## src/rtl/uart_pkg.sv

```systemverilog
// rtl/uart_pkg.sv - shared types and helpers for the UART parity datapath
//
// Contents:
//   par_mode_e  : parity mode encoding, matching the 2-bit mode input
//   pe_state_e  : parity engine FSM states
//   parity_bit  : final parity bit from mode, accumulated XOR and enable
package uart_pkg;

    typedef enum logic [1:0] {
        PAR_EVEN  = 2'b00,
        PAR_ODD   = 2'b01,
        PAR_MARK  = 2'b10,
        PAR_SPACE = 2'b11
    } par_mode_e;

    typedef enum logic [1:0] {
        IDLE   = 2'b00,
        LOADED = 2'b01,
        CALC   = 2'b10
    } pe_state_e;

    // A disabled parity bit always reads 0, whatever the mode.
    function automatic logic parity_bit(input par_mode_e m, input logic xor_acc,
                                        input logic en);
        logic res;
        res = 1'b0;
        if (en) begin
            case (m)
                PAR_EVEN:  res = xor_acc;
                PAR_ODD:   res = ~xor_acc;
                PAR_MARK:  res = 1'b1;
                PAR_SPACE: res = 1'b0;
                default:   res = xor_acc;
            endcase
        end
        return res;
    endfunction

endpackage

```

## src/rtl/uart_err_counter.sv

```systemverilog
// rtl/uart_err_counter.sv - saturating error counter with sticky flag and clear priority
//
// Ports:
//   clk, rst    : clock, asynchronous active-low reset
//   inc         : count one error this cycle
//   clr         : clear count and sticky flag; wins over a same-cycle inc
//   err_sticky  : set by any inc, held until clr or reset
//   err_cnt     : number of incs, saturating at all-ones
module uart_err_counter #(
    parameter int ERR_CNT_W = 8
) (
    input  logic                 clk,
    input  logic                 rst,
    input  logic                 inc,
    input  logic                 clr,
    output logic                 err_sticky,
    output logic [ERR_CNT_W-1:0] err_cnt
);

    logic [ERR_CNT_W-1:0] cnt_q, cnt_d;
    logic                 sticky_q, sticky_d;

    always_comb begin
        cnt_d    = cnt_q;
        sticky_d = sticky_q;
        if (clr) begin
            cnt_d    = '0;
            sticky_d = 1'b0;
        end else if (inc) begin
            sticky_d = 1'b1;
            if (cnt_q != {ERR_CNT_W{1'b1}}) begin
                cnt_d = cnt_q + ERR_CNT_W'(1);
            end
        end
    end

    always_ff @(posedge clk or negedge rst) begin
        if (!rst) begin
            cnt_q    <= '0;
            sticky_q <= 1'b0;
        end else begin
            cnt_q    <= cnt_d;
            sticky_q <= sticky_d;
        end
    end

    assign err_cnt    = cnt_q;
    assign err_sticky = sticky_q;

endmodule

```

## src/rtl/uart_parity_engine.sv

```systemverilog
// rtl/uart_parity_engine.sv - bit-serial parity generator/checker with error reporting
//
// Ports:
//   clk, rst        : clock, asynchronous active-low reset
//   data_in         : character to protect or check (LSB first)
//   data_len        : active bit count; 0 or > DATA_W means DATA_W
//   mode            : 00 even, 01 odd, 10 mark, 11 space
//   par_en, chk     : parity enable, check (1) / generate (0)
//   rx_par          : received parity bit compared in check mode
//   load, signal    : capture strobe, compute strobe (ignored when both high)
//   err_clr         : clears err_sticky/err_cnt
//   parity          : computed parity, held until next accepted load
//   valid, par_err  : one-cycle result strobe and coincident mismatch pulse
//   busy            : high while serially computing
//   err_sticky      : any parity error since last clear
//   err_cnt         : saturating parity error count
module uart_parity_engine
    import uart_pkg::*;
#(
    parameter  int DATA_W    = 8,
    parameter  int ERR_CNT_W = 8,
    localparam int LEN_W     = $clog2(DATA_W + 1)
) (
    input  logic                 clk,
    input  logic                 rst,
    input  logic [DATA_W-1:0]    data_in,
    input  logic [LEN_W-1:0]     data_len,
    input  logic [1:0]           mode,
    input  logic                 par_en,
    input  logic                 chk,
    input  logic                 rx_par,
    input  logic                 load,
    input  logic                 signal,
    input  logic                 err_clr,
    output logic                 parity,
    output logic                 valid,
    output logic                 busy,
    output logic                 par_err,
    output logic                 err_sticky,
    output logic [ERR_CNT_W-1:0] err_cnt
);

    pe_state_e            state_q, state_d;
    logic [DATA_W-1:0]    store_q, store_d;
    logic [LEN_W-1:0]     len_q, len_d;
    logic [LEN_W-1:0]     cnt_q, cnt_d;
    par_mode_e            mode_q, mode_d;
    logic                 par_en_q, par_en_d;
    logic                 chk_q, chk_d;
    logic                 rx_par_q, rx_par_d;
    logic                 acc_q, acc_d;
    logic                 parity_q, parity_d;
    logic                 valid_q, valid_d;
    logic                 par_err_q, par_err_d;

    logic [LEN_W-1:0]     len_eff;
    logic                 cur_bit;
    logic                 acc_next;
    logic                 last_bit;
    logic                 result;
    logic                 load_ok;
    logic                 start_ok;

    // Out-of-range lengths fall back to the full character so the counter
    // always terminates within DATA_W cycles.
    always_comb begin
        len_eff = data_len;
        if (data_len == '0 || data_len > LEN_W'(DATA_W)) begin
            len_eff = LEN_W'(DATA_W);
        end
    end

    // Explicit bit mux keeps the select width independent of LEN_W.
    always_comb begin
        cur_bit = 1'b0;
        for (int i = 0; i < DATA_W; i++) begin
            if (cnt_q == LEN_W'(i)) begin
                cur_bit = store_q[i];
            end
        end
    end

    assign acc_next = acc_q ^ cur_bit;
    assign last_bit = (cnt_q == len_q - LEN_W'(1));
    assign result   = parity_bit(mode_q, acc_next, par_en_q);

    assign load_ok  = load && !signal && (state_q == IDLE || state_q == LOADED);
    assign start_ok = signal && !load && (state_q == LOADED);

    always_comb begin
        state_d   = state_q;
        store_d   = store_q;
        len_d     = len_q;
        cnt_d     = cnt_q;
        mode_d    = mode_q;
        par_en_d  = par_en_q;
        chk_d     = chk_q;
        rx_par_d  = rx_par_q;
        acc_d     = acc_q;
        parity_d  = parity_q;
        valid_d   = 1'b0;
        par_err_d = 1'b0;

        case (state_q)
            IDLE, LOADED: begin
                if (load_ok) begin
                    store_d  = data_in;
                    len_d    = len_eff;
                    mode_d   = par_mode_e'(mode);
                    par_en_d = par_en;
                    chk_d    = chk;
                    rx_par_d = rx_par;
                    parity_d = 1'b0;
                    state_d  = LOADED;
                end else if (start_ok) begin
                    acc_d   = 1'b0;
                    cnt_d   = '0;
                    state_d = CALC;
                end
            end
            CALC: begin
                // Mark/space still walk every bit so latency is mode-independent.
                acc_d = acc_next;
                cnt_d = cnt_q + LEN_W'(1);
                if (last_bit) begin
                    parity_d  = result;
                    valid_d   = 1'b1;
                    par_err_d = par_en_q && chk_q && (result != rx_par_q);
                    state_d   = IDLE;
                end
            end
            default: state_d = IDLE;
        endcase
    end

    always_ff @(posedge clk or negedge rst) begin
        if (!rst) begin
            state_q   <= IDLE;
            store_q   <= '0;
            len_q     <= '0;
            cnt_q     <= '0;
            mode_q    <= PAR_EVEN;
            par_en_q  <= 1'b0;
            chk_q     <= 1'b0;
            rx_par_q  <= 1'b0;
            acc_q     <= 1'b0;
            parity_q  <= 1'b0;
            valid_q   <= 1'b0;
            par_err_q <= 1'b0;
        end else begin
            state_q   <= state_d;
            store_q   <= store_d;
            len_q     <= len_d;
            cnt_q     <= cnt_d;
            mode_q    <= mode_d;
            par_en_q  <= par_en_d;
            chk_q     <= chk_d;
            rx_par_q  <= rx_par_d;
            acc_q     <= acc_d;
            parity_q  <= parity_d;
            valid_q   <= valid_d;
            par_err_q <= par_err_d;
        end
    end

    // Counter is fed on the same edge that raises par_err, so err_cnt and
    // err_sticky already reflect the error while par_err/valid are high.
    uart_err_counter #(
        .ERR_CNT_W (ERR_CNT_W)
    ) u_err_counter (
        .clk        (clk),
        .rst        (rst),
        .inc        (par_err_d),
        .clr        (err_clr),
        .err_sticky (err_sticky),
        .err_cnt    (err_cnt)
    );

    assign parity  = parity_q;
    assign valid   = valid_q;
    assign busy    = (state_q == CALC);
    assign par_err = par_err_q;

endmodule

```

## config.mk

```make
export PLATFORM = sky130hd
export DESIGN_NAME = uart_parity_engine
export DESIGN_NICKNAME = d
export VERILOG_FILES = /design/src/rtl/uart_pkg.sv /design/src/rtl/uart_err_counter.sv /design/src/rtl/uart_parity_engine.sv
export SDC_FILE = /design/constraint.sdc
export NUM_CORES = 1
export LEC_CHECK = 0
export CAP_MARGIN = 25
export CORE_MARGIN = 8
export CORE_UTILIZATION = 40
export CTS_BUF_LIST = sky130_fd_sc_hd__clkbuf_4
export CTS_CLUSTER_SIZE = 10
export DETAILED_ROUTE_END_ITERATION = 10
export PLACE_DENSITY_LB_ADDON = 0.2
export SYNTH_ARGS = -nofsm -noshare
export SYNTH_HDL_FRONTEND = slang
export SYNTH_HIERARCHICAL = 1
export SYNTH_SLANG_ARGS = --single-unit
export TNS_END_PERCENT = 50
```

## constraint.sdc

```tcl
create_clock -name clk -period 2.58 [get_ports clk]
set_input_delay 0.645 -clock clk [delete_from_list [all_inputs] [get_ports clk]]
set_output_delay 0.645 -clock clk [all_outputs]
set_load 0.05 [all_outputs]
```

Word-level counts from Yosys, hierarchy flattened

Index checks and enable logic that the tools add are counted.
W data, S select, Z words.

Register bits: 36
Output and inout port bits: 13
Logic and storage cells: 96

Add/subtract/negate cells: 3
Eq/ne operators: 20
Reduce and logical (&&, ||, !) cells: 23
Muxes and demuxes: 33
Bitwise operators: 2
$lt $le $gt $ge: 1

Operators with widths:

| kind                  | count |
|---|---|
| $mux W8               | 3 |
| $mux W1               | 19 |
| $eq A4 B3 Y1 const B  | 4 |
| $mux W4               | 3 |
| $add A8 B1 Y8 const B | 1 |
| $eq A4 B2 Y1 const B  | 2 |
| $logic_not A4 Y1      | 2 |
| $ne A8 B8 Y1 const B  | 1 |
| $pmux W4 S2           | 1 |
| $eq A2 B2 Y1 const B  | 3 |
| $logic_and A1 B1 Y1   | 6 |
| $mux W2               | 3 |
| $ne A2 B2 Y1 const B  | 3 |
| $reduce_and A2 Y1     | 3 |
| $reduce_and A3 Y1     | 2 |
| $reduce_bool A2 Y1    | 3 |
| $add A4 B1 Y4 const B | 1 |
| $eq A2 B1 Y1 const B  | 2 |
| $eq A4 B1 Y1 const B  | 1 |
| $eq A4 B4 Y1          | 1 |
| $gt A4 B4 Y1 const B  | 1 |
| $logic_not A2 Y1      | 2 |
| $pmux W1 S2           | 2 |
| $pmux W1 S4           | 1 |
| 10 further kinds      | 12 |

Logic depth before layout (Yosys ltp)

Gate-level depths: netlist of run 1.

Depth after elaboration: 19
Mapped depth: 11

By module

Netlist of run 1, hierarchy kept.

By module, submodules not included:

| module             | instances | seq. area each (µm²) | cells each | area each (µm²) |
|---|---|---|---|---|
| uart_parity_engine | 1         | 675.6                | 119        | 1357.6 |
| uart_err_counter   | 1         | 225.2                | 49         | 518.0 |

Worst setup path before layout of run 1

No wires, ideal clock.

Path kind: register to register
Start point: register cnt_q[1]
End point: register u_err_counter.cnt_q[3] (netlist: u_err_counter/err_cnt[3])
Stages on the path, launching flop included: 12
Setup time: 125 ps
Data required time: 2455 ps
Path buffers: 0
Arrival time: 2649 ps
Setup slack: -195 ps
Path through: dfrtp_1 > inv_1 > ha_1 > nand3b_1 > a32oi_1 > o311a_1 > mux2_4 > xnor3_1 > and4_1 > nand4_1 > a21oi_2 > mux2_4

Longest elaborated chain between the ends: 19
Elaborated cells on any way between the ends: 27

Ends and longest elaborated chain:

| item                             | RTL line                  | source |
|---|---|---|
| start: declaration               | uart_parity_engine.sv:46  | `logic [LEN_W-1:0] cnt_q, cnt_d;` |
| start signal: assignment         | uart_parity_engine.sv:154 | `cnt_q <= cnt_d;` |
| $logic_not A4 Y1                 | uart_parity_engine.sv:77  | `if (cnt_q == LEN_W'(i)) begin` |
| $mux W1 (8 in a row)             | uart_parity_engine.sv:77  |  |
| $xor A1 B1 Y1                    | uart_parity_engine.sv:83  | `assign acc_next = acc_q ^ cur_bit;` |
| $not A1 Y1                       | uart_pkg.sv:30            | `PAR_ODD: res = ~xor_acc;` |
| $pmux W1 S4                      | uart_pkg.sv:28            | `case (m)` |
| $mux W1                          | uart_pkg.sv:27            | `if (en) begin` |
| $ne A1 B1 Y1                     | uart_parity_engine.sv:128 | `par_err_d = par_en_q && chk_q && (result != rx_par_q);` |
| $logic_and A1 B1 Y1              | uart_parity_engine.sv:128 |  |
| $mux W1 (*)                      | uart_parity_engine.sv:125 | `if (last_bit) begin` |
| $mux W1 (*)                      | uart_parity_engine.sv:104 | `case (state_q)` |
| net par_err_d                    | uart_parity_engine.sv:54  | `logic par_err_q, par_err_d;` |
| $reduce_bool A2 Y1 (no line) (*) | -                         |  |
| $reduce_and A2 Y1 (no line) (*)  | -                         |  |
| end signal: assignment           | uart_err_counter.sv:42    | `cnt_q <= cnt_d;` |
| end: declaration                 | uart_err_counter.sv:20    | `logic [ERR_CNT_W-1:0] cnt_q, cnt_d;` |

Mark *: on every way through the listed nets, which the timed path passes. The rest lies on a longest branch.
A chain may end at the register's enable or synchronous reset.

Final worst setup path of run 1

Start point: register cnt_q[0]
End point: register u_err_counter.cnt_q[3] (netlist: u_err_counter/err_cnt[3])

The elaborated chain is that of the path after synthesis.

==> flow_summary.toml, run 1 <==
[die]
fp.dieH_um = 84.5
coreArea_um2 = 4630
dieArea_um2 = 7140
fp.dieW_um = 84.5
initial_core_util = 0.405
rows = 25
num_io_pins = 35

[worst_setup_path]
worstPathMaxFanout = 7
worstPathRequired_ns = 2.82
reg2reg_to = "u_err_counter/err_cnt[3]$_DFFE_PN0P_"
critPathLaunch = "cnt_q[0]$_DFFE_PN0P_"
reg2reg_depth = 10
critical_path_class = "register to register"
crit_path_end_kind = "register"
cp.arrival_ns = 2.97
rrSetupSlack_ns = -0.15
start_kind = "register"
timing.rr.start = "cnt_q[0]$_DFFE_PN0P_"

[layout]
post-route-util = 0.538
area.growth.synth_to_final_pct = 32.8
fin_cells = 273
fin_nets = 246
drive_above_1_share = 0.205
antenna_cells = 0

[sta]
period_needed_ns = 2.73
worst_pin_slew_ns = 0.512
clock.fmax_mhz = 366
fin_worst_skew_ns = 0.00929
period_share = 1.06
finalSetupViolCount = 6
fin_tns_setup_ns = -0.447
maxSlewViolCount = 0
rsz0062_at_grt = "yes"
maxSlewHeadroom = 0.657
hold_violations = 0
holdWs_ns = 0.501
layout_setup_ws_ns = -0.152

[global_route]
grt_pass1_vias = 1532
overflow = 0
grt_pass1_wl_mm = 7.20
antenna_found_initial = 0
grt_usage = 0.126
grt_start_max_net_pins = 37

[pwr]
vdd_drop_max_uv = 278
cellLeakagePower_uw = 0.00103
p_per_area_nw_per_um2 = 790
p_total_uw = 1970

[logic_synthesis]
synth_seq_cells = 36
synth-edff-count = 0
syn_nets = 196
avgSynthCellArea_um2 = 11.2
synth_seq_area_share = 0.480
netlist_instances = 168
synth_cell_types = 44
async_reset_ff_frac = 1.00
ys.flop_type = "dfrtp_1"
synth_area_um2 = 1880
ys_warn_count = 6

[route]
drtPass1Iterations = 4
top_layer = "met4"
drcViolationCount = 0
wl_met1_mm = 1.71
routed_via_density = 5.41
drt_iter0_markers = 54
num_vias = 1478
antenna_left = 0
wl_met3_um = 248
wirelength_mm = 4.18
wl_per_cell_um = 15.3
dr_wl_met2_mm = 2.13

[placement]
portBuffers = 34
dp_hpwl_mm = 3.11
place_inst = 264
gp_congestion = 0.833

[clock_tree]
htreeDepth = 2
clk_pin_slew_ns = 0.11
cts_tree = "done"
cts_root_buf = "clkbuf_4"
clock_sinks = 36
clk_latency_ns = 0.35
numCtsBuffers = 5
cts_buffer_depth = 2
cts_hold_buffers = 0

[flow_run]
cap_violations = 0

[hold_path]
holdCritStartpoint = "store_q[7]$_DFFE_PN0P_"
hold_path_class = "register to register"
min_to = "store_q[7]$_DFFE_PN0P_"
hold_path_depth = 1

[status]
violations = "negative setup slack"
status = "finished, violations left"
-- final cells by class --
class | instances | area, um2
Clock buffer | 6 | 45.0
Tap cell | 54 | 67.6
Timing Repair Buffer | 49 | 454
Inverter | 9 | 33.8
Multi-Input combinational cell | 117 | 952
Sequential cell | 36 | 902
Fill cell | 413 | 2140
Clock inverter | 2 | 35.0
-- worst max path at each step --
stage          depth (start not counted)  slack [ns]                                    to
6_report                              10       -0.15  u_err_counter/err_cnt[3]$_DFFE_PN0P_
2_1_floorplan                         11       -0.13  u_err_counter/err_cnt[3]$_DFFE_PN0P_
3_3_place_gp                          11       -0.07  u_err_counter/err_cnt[3]$_DFFE_PN0P_
4_1_cts                               11       -0.16  u_err_counter/err_cnt[3]$_DFFE_PN0P_
3_5_place_dp                          11       -0.17  u_err_counter/err_cnt[3]$_DFFE_PN0P_
5_1_grt                               11       -0.28  u_err_counter/err_cnt[3]$_DFFE_PN0P_
-- state kept, by name, summed over array words and instances, names as in the netlist --
signal	flops
rx_par_q	1
acc_q	1
len_q	4
u_err_counter/err_sticky	1
par_err	1
store_q	8
valid	1
par_en_q	1
chk_q	1
parity	1
u_err_counter/err_cnt	8
state_q	2
cnt_q	4
mode_q	2
-- metal layers --
metal | vias to the layer above | global-route usage
li1 | 710 | -
met1 | 720 | 0.136
met2 | 39 | 0.214
met3 | 9 | 0.0410
met4 | 0 | 0.0663
met5 | - | 0
-- synthesized netlist by cell type (2+ instances only) --
library cell,instances,area [um2]
nor3_1,4,20.0
a311oi_1,3,26.3
dfrtp_1,36,901
a211oi_1,3,22.5
xnor2_1,8,70.1
o21ai_1,4,20.0
mux2i_1,3,30.0
mux2_1,13,146
inv_2,2,7.51
o21ai_0,2,10.0
a21oi_2,2,17.5
nand3_1,2,10.0
nand2b_1,3,18.8
ha_1,6,75.1
nand3b_1,5,37.5
nand4_1,3,18.8
a31oi_1,2,12.5
and4_1,3,26.3
a21oi_1,10,50.1
inv_1,7,26.3
nor2_1,10,37.5
nand2_1,8,30.0
nor2b_1,2,12.5
clkbuf_1,3,11.3
o22ai_1,2,12.5
buf_6,2,22.5
mux2_4,3,45.0
-- stage by stage --
step | setup slack (ns) | instance area, um2
after floorplan | -0.135 | 1880
after global placement | -0.0711 | 2360
after detailed placement | -0.171 | 2360
after CTS | -0.155 | 2460
after global routing | -0.279 | 2490
final | -0.152 | 2490
-- layout by cell type (no fill, tap or decap), types with 3 or more instances in the layout --
cell type	Yosys	routed
dfrtp_1	36	35
clkdlybuf4s50_1	0	33
buf_4	0	15
mux2_1	13	13
nor2_1	10	10
a21oi_1	10	10
nand2_1	8	8
xnor2_1	8	8
clkbuf_4	0	6
inv_1	7	5
nand3b_1	5	5
inv_2	2	4
o21ai_1	4	4
mux2i_1	3	3
mux2_4	3	3
nor3_1	4	3
a311oi_1	3	3
nand4_1	3	3
ha_2	0	3
nand2b_1	3	3
-- kinds of logic (layout without fill, tap and decap cells) --
kind of cell | Yosys count | after routing | synth area share
buf+inv | 15 | 66 | 0.0387
fa+ha+maj | 7 | 7 | 0.0454
flops | 36 | 36 | 0.480
compound gates | 34 | 34 | 0.125
mux | 19 | 19 | 0.118
xor+xnor | 9 | 9 | 0.0494
simple gates | 48 | 48 | 0.143
-- what timing repair did --
| action | CTS | global route |
|---|---|---|
| setup endpoints to repair | 7 | 8 |
| gates resized for setup | 5 | 7 |
| buffers inserted | 0 | 1 |
| pin swaps | 2 | 3 |
-- worst max-delay path: stages (launching register included) --
cell and delay (ns):
dfrtp_2 0.46, ha_4 0.18, nand3b_1 0.16, a32oi_1 0.20, o311a_1 0.22, mux2_4 0.32, xnor3_1 0.20, and4_4 0.25
nand4_1 0.16, a21oi_2 0.17, mux2_4 0.31
-- report_power, final --
group / switching [uW] / total, uW / internal, uW / leakage (uW)
Clock: 190 / 403 / 214 / 0.0000456
Sequential: 117 / 815 / 698 / 0.000461
Combinational: 331 / 750 / 419 / 0.000521
Total: 638 / 1970 / 1330 / 0.00103
No activity file was read; power rests on OpenSTA's default activity.
==> run 2: changes to the inputs <==
--- a/config.mk
+++ b/config.mk
@@ -7,7 +7,7 @@
 export LEC_CHECK = 0
 export CAP_MARGIN = 25
 export CORE_MARGIN = 8
-export CORE_UTILIZATION = 40
+export CORE_UTILIZATION = 48
 export CTS_BUF_LIST = sky130_fd_sc_hd__clkbuf_4
 export CTS_CLUSTER_SIZE = 10
 export DETAILED_ROUTE_END_ITERATION = 10
==> run 2 against run 1 <==
  * The flow still finishes with violations (negative setup slack)
  * Non-clock buffer count fell by 1
  * Via count fell by 4.0%
  * Hold slack gained 0.0096 ns
  * Sequential share of layout area down 0.18 points
  * Count of clock-buffer cells in the layout fell by 1
  * Sequential power shrank 0.5%
  * Critical path depth unchanged
  * Global-route usage grew 0.90 points
  * Register-to-register slack improved by 0.05 ns
  * Flip-flop and latch count did not move
  * Combinational power rose by 5.7%
  * Largest power group unchanged
==> flow_summary.toml, run 2 (synthesized netlist as in run 1, its figures left out) <==
[status]
status = "finished, violations left"
violations = "negative setup slack"

[layout]
area.growth.synth_to_final_pct = 33.4
drive_above_1_share = 0.216
antenna_cells = 0
post-route-util = 0.673
final_common_cell = "dfrtp_1"
final_cell_mix = "dfrtp_1 (35), clkdlybuf4s50_1 (33), buf_4 (14), mux2_1 (13), nor2_1 (10)"
fin_nets = 245

[route]
drcViolationCount = 0
drtPass1Iterations = 4
routed_via_density = 5.33
antenna_left = 0
wl_per_cell_um = 15.4
num_vias = 1419
drt_iter0_markers = 43
wirelength_mm = 4.09

[clock_tree]
htreeDepth = 2
cts_root_buf = "clkbuf_4"
numCtsBuffers = 5
clk_latency_ns = 0.36
clk_pin_slew_ns = 0.12
cts_buffer_depth = 2
cts_tree = "done"
cts_hold_buffers = 0
clock_sinks = 36

[sta]
hold_violations = 0
finalSetupViolCount = 5
holdWs_ns = 0.510
maxSlewViolCount = 0
rsz0062_at_grt = "yes"
worst_pin_slew_ns = 0.520
fin_worst_skew_ns = 0.0134
clock.fmax_mhz = 372
period_share = 1.04
fin_tns_setup_ns = -0.209
layout_setup_ws_ns = -0.105
period_needed_ns = 2.68
maxSlewHeadroom = 0.652

[global_route]
grt_usage = 0.135
grt_pass1_wl_mm = 6.76
grt_pass1_vias = 1450
grt_start_max_net_pins = 37
overflow = 0
antenna_found_initial = 0

[hold_path]
holdCritStartpoint = "store_q[0]$_DFFE_PN0P_"
hold_path_depth = 1
hold_path_class = "register to register"
min_to = "store_q[0]$_DFFE_PN0P_"

[die]
fp.dieW_um = 78.5
coreArea_um2 = 3720
dieArea_um2 = 6160
fp.dieH_um = 78.5
num_io_pins = 35
rows = 22
initial_core_util = 0.505

[pwr]
vdd_drop_max_uv = 298
seqPwrFrac = 0.405
cellLeakagePower_uw = 0.00102
p_comb_frac = 0.395
switching_share = 0.328
internal-power_uw = 1350
p_total_uw = 2010
power_frac_clock = 0.200
p_per_area_nw_per_um2 = 801
switching_power_uw = 657

[worst_setup_path]
reg2reg_depth = 10
slowest_delay_ns = 0.46
timing.rr.start = "cnt_q[0]$_DFFE_PN0P_"
crit_chain = "ha_4, nand3b_1, a32oi_2, o311a_1, mux2_4, xnor3_1, and4_4, nand4_1, a21oi_2, mux2_4"
cp.arrival_ns = 2.94
reg2reg_to = "u_err_counter/err_cnt[3]$_DFFE_PN0P_"
cpLargestDelayFamily = "multiplexers"
critical_path_class = "register to register"
start_kind = "register"
rrSetupSlack_ns = -0.10
worstPathRequired_ns = 2.84
crit_path_end_kind = "register"
cpMostUsedCell = "mux2_4"
worstPathMaxFanout = 7
critPathSlowestCell = "dfrtp_2"
path_buf_inv = 0

[placement]
portBuffers = 34
gp_congestion = 0.870
dp_hpwl_mm = 2.86
dpl_worst_slack_ns = -0.137

[flow_run]
cap_violations = 0
-- run 2: power groups by stage --
stage | logic [uW] | registers, uW | clock network [uW]
after global routing | 868 | 832 | 439
after CTS | 743 | 810 | 412
after detailed placement | 703 | 815 | 0
after global placement | 676 | 809 | 0
final | 793 | 811 | 401
after floorplan | 491 | 795 | 0
-- run 2: through the flow --
step	area (um2)	cells
global placement	2320	254
detailed placement	2320	254
finish	2500	266
global route	2500	266
CTS	2440	264
floorplan	1880	168
-- run 2: layer usage --
metal  share of wire  track usage  vias up
met5               0            0        -
met3           0.061       0.0604        6
met1            0.41        0.146      686
met4           0.014       0.0444        0
met2            0.51        0.229       22
li1                -            -      705
-- run 2: area by class of cell --
type | instances | area [um2]
fillers | 294 | 1210
multi-input cells | 117 | 980
flip-flops and latches | 36 | 902
repair buffers | 48 | 447
well taps | 48 | 60.1
clock inverters | 3 | 42.5
clock buffers | 5 | 37.5
inverters | 9 | 33.8
-- run 2: worst max path at each step --
stage / start / end / depth (start not counted)
floorplan: cnt_q[1]$_DFFE_PN0P_ / u_err_counter/err_cnt[3]$_DFFE_PN0P_ / 11
global placement: cnt_q[1]$_DFFE_PN0P_ / u_err_counter/err_cnt[3]$_DFFE_PN0P_ / 11
detailed placement: cnt_q[1]$_DFFE_PN0P_ / u_err_counter/err_cnt[3]$_DFFE_PN0P_ / 11
CTS: cnt_q[0]$_DFFE_PN0P_ / u_err_counter/err_cnt[3]$_DFFE_PN0P_ / 10
global route: cnt_q[0]$_DFFE_PN0P_ / u_err_counter/err_cnt[3]$_DFFE_PN0P_ / 10
finish: cnt_q[0]$_DFFE_PN0P_ / u_err_counter/err_cnt[3]$_DFFE_PN0P_ / 10
-- run 2: what timing repair did --
action / 4_1_cts / 5_1_grt
pin swaps: 2 / 4
buffers inserted: 2 / 2
resized for setup: 8 / 9
setup endpoints to repair: 6 / 8
==> run 3: changes to the inputs <==
--- a/config.mk
+++ b/config.mk
@@ -8,10 +8,11 @@
 export CAP_MARGIN = 25
 export CORE_MARGIN = 8
 export CORE_UTILIZATION = 48
-export CTS_BUF_LIST = sky130_fd_sc_hd__clkbuf_4
+export CTS_BUF_LIST = sky130_fd_sc_hd__clkbuf_4 sky130_fd_sc_hd__clkbuf_8
 export CTS_CLUSTER_SIZE = 10
 export DETAILED_ROUTE_END_ITERATION = 10
 export PLACE_DENSITY_LB_ADDON = 0.2
+export SLEW_MARGIN = 40
 export SYNTH_ARGS = -nofsm -noshare
 export SYNTH_HDL_FRONTEND = slang
 export SYNTH_HIERARCHICAL = 1
==> run 3 against run 2 <==
  * The flow still finishes with violations (negative setup slack)
  * Die area is the same
  * Cell count is 0.75% higher
  * Core utilization rose by 2.2 points
  * Combinational power grew 7.2%
  * Total power rose by 7.7%
  * Critical path depth did not move
  * Via count is 2.0% higher
  * Largest power group is now combinational cells
==> flow_summary.toml, run 3 (synthesized netlist as in run 1, its figures left out) <==
[status]
status = "finished, violations left"
violations = "negative setup slack"

[placement]
place_inst = 254
portBuffers = 34
dpl_cell_area_um2 = 2320
dp_hpwl_mm = 2.86
gp_congestion = 0.870

[sta]
fin_worst_skew_ns = 0.00784
worst_pin_slew_ns = 0.518
finalSetupViolCount = 6
period_share = 1.07
period_needed_ns = 2.76
maxSlewHeadroom = 0.653
hold_violations = 0
rsz0062_at_grt = "yes"
layout_setup_ws_ns = -0.177
maxSlewViolCount = 0
clock.fmax_mhz = 363

[route]
drtPass1Iterations = 4
wirelength_mm = 4.23
num_vias = 1448
wl_per_cell_um = 15.8
antenna_left = 0
routed_via_density = 5.40
drt_iter0_markers = 64
drcViolationCount = 0

[layout]
drive_above_1_share = 0.232
final_cell_area_um2 = 2580
multi_input_area_um2 = 1010
nFillCells = 283
fin_cells = 268
final_common_cell = "dfrtp_1"
area.growth.synth_to_final_pct = 37.8
final_cell_mix = "dfrtp_1 (35), clkdlybuf4s50_1 (33), buf_4 (15), mux2_1 (13), nor2_1 (10)"
antenna_cells = 0
fin_nets = 247
post-route-util = 0.695
seq_area_um2 = 902

[worst_setup_path]
start_kind = "register"
worstPathMaxFanout = 7
worstPathRequired_ns = 2.76
cp.arrival_ns = 2.94
crit_path_end_kind = "register"
critical_path_class = "register to register"

[die]
initial_core_util = 0.505
dieArea_um2 = 6160
num_io_pins = 35
rows = 22
fp.dieW_um = 78.5
coreArea_um2 = 3720
fp.dieH_um = 78.5

[global_route]
antenna_found_initial = 0
grt_start_max_net_pins = 37
grt_pass1_vias = 1464
grt_usage = 0.141
grt_pass1_wl_mm = 7.01
overflow = 0

[clock_tree]
numCtsBuffers = 5
htreeDepth = 2
cts_root_buf = "clkbuf_8"
cts_tree = "done"
clk_latency_ns = 0.29
clock_sinks = 36
cts_hold_buffers = 0
clk_pin_slew_ns = 0.08
cts_buffer_depth = 2

[pwr]
cellLeakagePower_uw = 0.00105
p_total_uw = 2160
p_per_area_nw_per_um2 = 836
vdd_drop_max_uv = 370

[flow_run]
cap_violations = 0

[hold_path]
hold_path_class = "register to register"
[run 3: worst paths after layout]
check                                  startpoint                              endpoint  slack [ns]  depth (start not counted)
min in group asynchronous                     rst                store_q[6]$_DFFE_PN0P_        0.77                          2
hold reg to reg            store_q[0]$_DFFE_PN0P_                store_q[0]$_DFFE_PN0P_        0.50                          1
setup reg to reg             cnt_q[0]$_DFFE_PN0P_  u_err_counter/err_cnt[3]$_DFFE_PN0P_       -0.18                         10
max in group asynchronous                     rst                  cnt_q[0]$_DFFE_PN0P_        1.47                          2
hold / removal             store_q[0]$_DFFE_PN0P_                store_q[0]$_DFFE_PN0P_        0.50                          1
setup / recovery             cnt_q[0]$_DFFE_PN0P_  u_err_counter/err_cnt[3]$_DFFE_PN0P_       -0.18                         10
[run 3: metrics by stage]
| stage | hold WS (ns) | setup WS [ns] | TNS [ns] |
|---|---|---|---|
| after floorplan | 0.349 | -0.135 | -0.209 |
| after global placement | 0.475 | -0.0654 | -0.107 |
| after detailed placement | 0.480 | -0.137 | -0.396 |
| after CTS | 0.502 | -0.0742 | -0.112 |
| after global routing | 0.525 | -0.272 | -1.37 |
| final | 0.500 | -0.177 | -0.594 |
[run 3: layer usage]
| layer | vias up | global-route usage | share of wire |
|---|---|---|---|
| met3 | 6 | 0.0604 | 0.068 |
| met4 | 0 | 0.0500 | 0.015 |
| met2 | 33 | 0.239 | 0.51 |
| met5 | - | 0 | 0 |
| met1 | 704 | 0.155 | 0.41 |
| li1 | 705 | - | - |
[run 3: report_power, final]
part           leakage [uW]  internal [uW]  total, uW  switching (uW)
clock network     0.0000541            286        494             208
registers          0.000461            699        816             117
logic              0.000533            481        850             369
total               0.00105           1470       2160             695
[run 3: what timing repair did]
item | 4_1_cts | 5_1_grt
setup endpoints to repair | 6 | 8
setup buffers | 3 | 3
gates resized for setup | 13 | 9
hold endpoints to repair | 0 | 0
pin swaps | 2 | 5
[run 3: layout make-up]
| type | instances | share of cell area |
|---|---|---|
| Multi-Input combinational cell | 117 | 0.391 |
| Sequential cell | 36 | 0.349 |
| Timing Repair Buffer | 50 | 0.180 |
| Clock buffer | 5 | 0.0266 |
| Tap cell | 48 | 0.0232 |
| Clock inverter | 3 | 0.0165 |
| Inverter | 9 | 0.0131 |
[run 3: critical path, cell delays in order (launching register included)]
cell      delay (ns)
dfrtp_2         0.46
ha_4            0.19
nand3b_1        0.18
a32oi_2         0.20
o311a_1         0.24
mux2_4          0.32
xnor3_1         0.19
and4_4          0.25
nand4_1         0.15
a21oi_2         0.16
mux2_4          0.31
